`config.mk`:
```
export PLATFORM = sky130hd
export DESIGN_NAME = det3_seq
export DESIGN_NICKNAME = d
export VERILOG_FILES = /design/src/rtl/det3_seq.sv
export SDC_FILE = /design/constraint.sdc
export NUM_CORES = 1
export LEC_CHECK = 0
export ABC_AREA = 1
export CAP_MARGIN = 0
export CORE_UTILIZATION = 56
export DETAILED_ROUTE_END_ITERATION = 7
export PLACE_DENSITY = 0.85
export SLEW_MARGIN = 10
export SYNTH_ARGS = -nofsm -noshare
export SYNTH_HDL_FRONTEND = slang
export SYNTH_SLANG_ARGS = --single-unit
export TNS_END_PERCENT = 50
```
`constraint.sdc`:
```
create_clock -name clk -period 11.7 [get_ports clk]
set_input_delay 2.34 -clock clk [delete_from_list [all_inputs] [get_ports clk]]
set_output_delay 2.34 -clock clk [all_outputs]
set_load 0.05 [all_outputs]
```
`src/rtl/det3_seq.sv`:
```
// det3_seq: sequential 3x3 signed determinant, cofactor expansion on row 0.
// One shared 2x2 minor and one multiply-accumulate per cycle.
module det3_seq #(
   parameter int DW = 8,
   parameter int RW = 3*DW+2
) (
   input  logic                 clk,
   input  logic                 rst,
   input  logic                 start,
   input  logic [9*DW-1:0]      mat,
   output logic                 busy,
   output logic                 done,
   output logic signed [RW-1:0] det,
   output logic                 ovf
);

   typedef enum logic [2:0] {
      IDLE = 3'd0,
      M0   = 3'd1,
      M1   = 3'd2,
      M2   = 3'd3,
      DONE = 3'd4
   } state_t;

   localparam int MW = 2*DW+1;

   localparam logic signed [RW-1:0] MINV = RW'(-(2**(DW-1)));
   localparam logic signed [RW-1:0] MAXV = RW'(2**(DW-1)-1);

   state_t                 state;
   logic [9*DW-1:0]        m_q;
   logic signed [RW-1:0]   acc;

   logic signed [DW-1:0]   a [9];

   logic signed [DW-1:0]   op_p;
   logic signed [DW-1:0]   op_q;
   logic signed [DW-1:0]   op_r;
   logic signed [DW-1:0]   op_s;
   logic signed [DW-1:0]   op_c;
   logic                   sub;

   logic signed [MW-1:0]   px;
   logic signed [MW-1:0]   qx;
   logic signed [MW-1:0]   rx;
   logic signed [MW-1:0]   sx;
   logic signed [MW-1:0]   pq;
   logic signed [MW-1:0]   rs;
   logic signed [MW-1:0]   minor;

   logic signed [RW-1:0]   cx;
   logic signed [RW-1:0]   mx;
   logic signed [RW-1:0]   prod;
   logic signed [RW-1:0]   acc_nxt;

   // unpack the latched matrix, a[3r+c] = element (r,c)
   always_comb begin
      for (int i = 0; i < 9; i++) begin
         a[i] = m_q[DW*i +: DW];
      end
   end

   // pick minor operands and cofactor sign for the current column
   always_comb begin
      op_p = '0;
      op_q = '0;
      op_r = '0;
      op_s = '0;
      op_c = '0;
      sub  = 1'b0;
      unique case (state)
         M0: begin
            op_p = a[4];
            op_q = a[8];
            op_r = a[5];
            op_s = a[7];
            op_c = a[0];
         end
         M1: begin
            op_p = a[3];
            op_q = a[8];
            op_r = a[5];
            op_s = a[6];
            op_c = a[1];
            sub  = 1'b1;
         end
         M2: begin
            op_p = a[3];
            op_q = a[7];
            op_r = a[4];
            op_s = a[6];
            op_c = a[2];
         end
         default: begin
         end
      endcase
   end

   // full-width minor and product; nothing is truncated
   always_comb begin
      px      = {{(MW-DW){op_p[DW-1]}}, op_p};
      qx      = {{(MW-DW){op_q[DW-1]}}, op_q};
      rx      = {{(MW-DW){op_r[DW-1]}}, op_r};
      sx      = {{(MW-DW){op_s[DW-1]}}, op_s};
      pq      = px * qx;
      rs      = rx * sx;
      minor   = pq - rs;
      cx      = {{(RW-DW){op_c[DW-1]}}, op_c};
      mx      = {{(RW-MW){minor[MW-1]}}, minor};
      prod    = cx * mx;
      acc_nxt = sub ? (acc - prod) : (acc + prod);
   end

   assign busy = (state != IDLE);

   // sequencer: latch, three MAC steps, publish result
   always_ff @(posedge clk) begin
      if (rst) begin
         state <= IDLE;
         m_q   <= '0;
         acc   <= '0;
         det   <= '0;
         ovf   <= 1'b0;
         done  <= 1'b0;
      end else begin
         done <= 1'b0;
         unique case (state)
            IDLE: begin
               if (start) begin
                  m_q   <= mat;
                  acc   <= '0;
                  state <= M0;
               end
            end
            M0: begin
               acc   <= acc_nxt;
               state <= M1;
            end
            M1: begin
               acc   <= acc_nxt;
               state <= M2;
            end
            M2: begin
               acc   <= acc_nxt;
               state <= DONE;
            end
            DONE: begin
               det   <= acc;
               ovf   <= (acc < MINV) || (acc > MAXV);
               done  <= 1'b1;
               state <= IDLE;
            end
            default: begin
               state <= IDLE;
            end
         endcase
      end
   end

endmodule

```
==> flow_metrics.py <==
metrics = {
    "worst_setup_path": {
        "timing.rr.end": "acc[25]",
        "cp-start-kind": "flop",
        "rr_worst_depth": 59,
        "crit_required_ps": 12070,
        "worstPathMaxFanout": 7,
        "arrival_ps": 12490,
        "crit_path_max_incr_delay_ps": 590,
        "path_class": "flop to flop",
        "reg2reg_from": "state[0]",
        "crit_top_cell": "fa_1",
        "r2r_setup_slack_ps": -420,
        "cp_slowest_cell": "fa_1",
        "cp-end-kind": "flop",
    },
    "routing": {
        "viasPerCell": 5.51,
        "drc": 0,
        "drtAntennaViolNets": 0,
        "drt_iter0_markers": 1722,
        "wl_per_cell_um": 16.1,
        "wirelength_um": 48700,
        "routed-via-count": 16641,
        "first_pass_iters": 8,
    },
    "cells_and_area": {
        "nFillCells": 2061,
        "drive_above_1_share_pct": 17.6,
        "mostFrequentLayoutCells": "553 x inv_1, 389 x nand2_1, 234 x fa_1",
        "area.growth.synth_to_final_pct": 26.3,
        "stdcell_count": 3021,
        "mostFrequentLayoutCell": "inv_1",
        "insertedDiodeCount": 0,
        "final_area_um2": 21800,
        "num-nets-final": 3072,
    },
    "yosys": {
        "yosys_warnings": 0,
        "synthFlopType": "dfxtp_1",
        "yosys.area.top_type_share_pct": 27.5,
        "yosysUniqueCellTypes": 48,
        "netlist_instances": 2320,
        "syn_area_um2": 17200,
        "synth-seq-cells": 129,
        "synth_edf_count": 0,
        "synth_fp_nets": 2773,
        "async_reset_ff_share_pct": 0,
        "synth_area_per_cell_um2": 7.43,
        "synth.area.top_cells": "fa_1 28%, dfxtp_1 15%, inv_1 12%, ha_1 10%, nand2_1 9.1%",
        "yosys.area.top_type": "fa_1",
        "ys_seq_area_share_pct": 15.0,
    },
    "clock_tree": {
        "insertion_delay_ps": 440,
        "cts_buffers": 17,
        "htreeDepth": 4,
        "tritoncts": "yes",
        "postCtsHoldBufs": 0,
        "clock-sinks": 129,
        "cts_root_buffer": "clkbuf_16",
        "clk_path_buf_depth": 2,
        "cts.reportedPaths.clkPinSlew_ps": 60,
    },
    "run": {
        "maxCapViolations": 0,
    },
    "grt": {
        "grt_pass1_wl_um": 76400,
        "grt.total_usage_pct": 30.3,
        "grt_max_degree": 115,
        "first_global_vias": 16459,
        "antenna_found_initial": 0,
        "overflow": 0,
    },
    "sta": {
        "clock_skew_ps": 13.3,
        "finalCriticalPeriod_ps": 12120,
        "report.final.slew_viol_count": 0,
        "slew-limit-headroom_pct": 10.1,
        "fin_hold_ws_ps": 464,
        "finalHoldViolCount": 0,
        "min_period_over_period_pct": 104,
        "worst_pin_slew_ps": 1340,
        "rsz0062_at_grt": "true",
        "setup_viol": 7,
        "max_freq_mhz": 82.5,
        "setup_ws_ps": -419,
    },
    "min_path": {
        "holdPathEnd": "det[21]",
        "hold_start": "det[21]",
        "hold_path.class": "flop to flop",
        "hold_path_depth": 2,
    },
    "place": {
        "hpwl_um": 35800,
        "post_dp_cell_area_um2": 20100,
        "placedCellCount": 2947,
        "gp_congestion": 0.928,
        "port_buffers": 103,
    },
    "power_and_ir_drop": {
        "ir_worst_vdd_v": 0.000201,
        "p_per_area_nw_per_um2": 214,
        "finalPower_w": 0.00466,
        "leakage_nw": 11.0,
    },
    "die": {
        "core_area_um2": 30000,
        "dieArea_um2": 31500,
        "die_w_um": 177,
        "io-pin-count": 104,
        "row_count": 63,
        "die-height_um": 177,
        "start_util_pct": 57.6,
    },
    "run_status": {
        "status": "finished, violations left",
        "violations": "setup timing",
    },
}
==> critical path: cells and delay by family (launching register included) <==
kind	cells	cell delay [ps]
xor+xnor	3	570
fa+ha+maj	13	6040
buf+inv	15	1410
compound gates	9	1480
flops	1	360
simple gates	19	2170
==> synth_stat cells, types with 3 or more instances <==
cell type	count
clkbuf_1	56
nand2_1	417
a22oi_1	3
o21ai_1	5
xor2_1	34
nand3b_1	3
nand2_2	7
nor2_1	248
nor3_2	5
a211oi_1	70
nor3_1	15
ha_1	141
o21ai_0	36
xnor2_1	25
inv_2	10
o21a_1	6
o21bai_1	6
clkinv_1	3
a31oi_1	4
nor2_2	8
a21oi_1	135
nand3_2	5
o211ai_1	3
nand3_1	40
o31ai_1	4
a21o_1	7
inv_1	572
fa_1	237
or2_2	11
nor4_1	6
o22ai_1	34
dfxtp_1	129
nand4_1	15
==> final cells by class <==
class | count | area (µm²) | share of cell area [%]
Clock inverter | 12 | 158 | 0.724
Inverter | 586 | 2210 | 10.2
Sequential cell | 129 | 2590 | 11.9
Tap cell | 390 | 488 | 2.24
Clock buffer | 19 | 453 | 2.08
Multi-Input combinational cell | 1549 | 13000 | 59.7
Timing Repair Buffer | 336 | 2870 | 13.2
==> layer usage <==
layer / track usage [%] / share of wire (%) / vias up
li1: - / - / 7688
met1: 39.6 / 40 / 7889
met2: 51.6 / 48 / 894
met3: 4.78 / 9.3 / 170
met4: 8.73 / 2.9 / 0
met5: 0 / 0 / -
==> kinds of logic (layout without fill, tap and decap cells) <==
group,count (synthesis),count (layout),synth area share [%]
simple gates,787,787,18.8
buf+inv,642,953,14.0
fa+ha+maj,378,378,37.7
compound gates,323,323,11.3
flops,129,129,15.0
xor+xnor,61,61,3.18
==> power breakdown <==
| part | switching, W | leakage (nW) | internal [W] |
|---|---|---|---|
| Sequential | 0.0000480 | 1.06 | 0.000487 |
| Clock | 0.000211 | 0.291 | 0.000345 |
| Combinational | 0.00200 | 9.62 | 0.00156 |
| Total | 0.00226 | 11.0 | 0.00239 |
==> metrics by stage <==
| stage | setup TNS [ps] | util [%] | setup WS, ps |
|---|---|---|---|
| 4_1_cts | -376 | 69.9 | -343 |
| 3_5_place_dp | -575 | 67.1 | -427 |
| 6_report | -759 | 72.7 | -419 |
| 3_3_place_gp | -97.7 | 67.1 | -97.7 |
| 2_1_floorplan | 0 | - | 1.23 |
| 5_1_grt | -5180 | 72.7 | -1080 |
==> what timing repair did <==
item,4_1_cts,5_1_grt
setup endpoints to repair,6,12
gates cloned,0,1
setup buffers,8,34
gates resized for setup,31,143
pin swaps,18,113
==> how the worst max path moves through the flow <==
| stage | start | end |
|---|---|---|
| after floorplan | state[2] | acc[25] |
| after global placement | state[0] | acc[25] |
| after detailed placement | state[2] | acc[25] |
| after CTS | state[2] | acc[25] |
| after global routing | state[0] | acc[25] |
| final | state[0] | acc[25] |
==> sequential cells by signal (all words and copies together) (netlist names) <==
register and cells:
done 1, ovf 1, det 26, state 3
acc 26, m_q 72
Note: power is estimated with default switching activity, not from simulation.
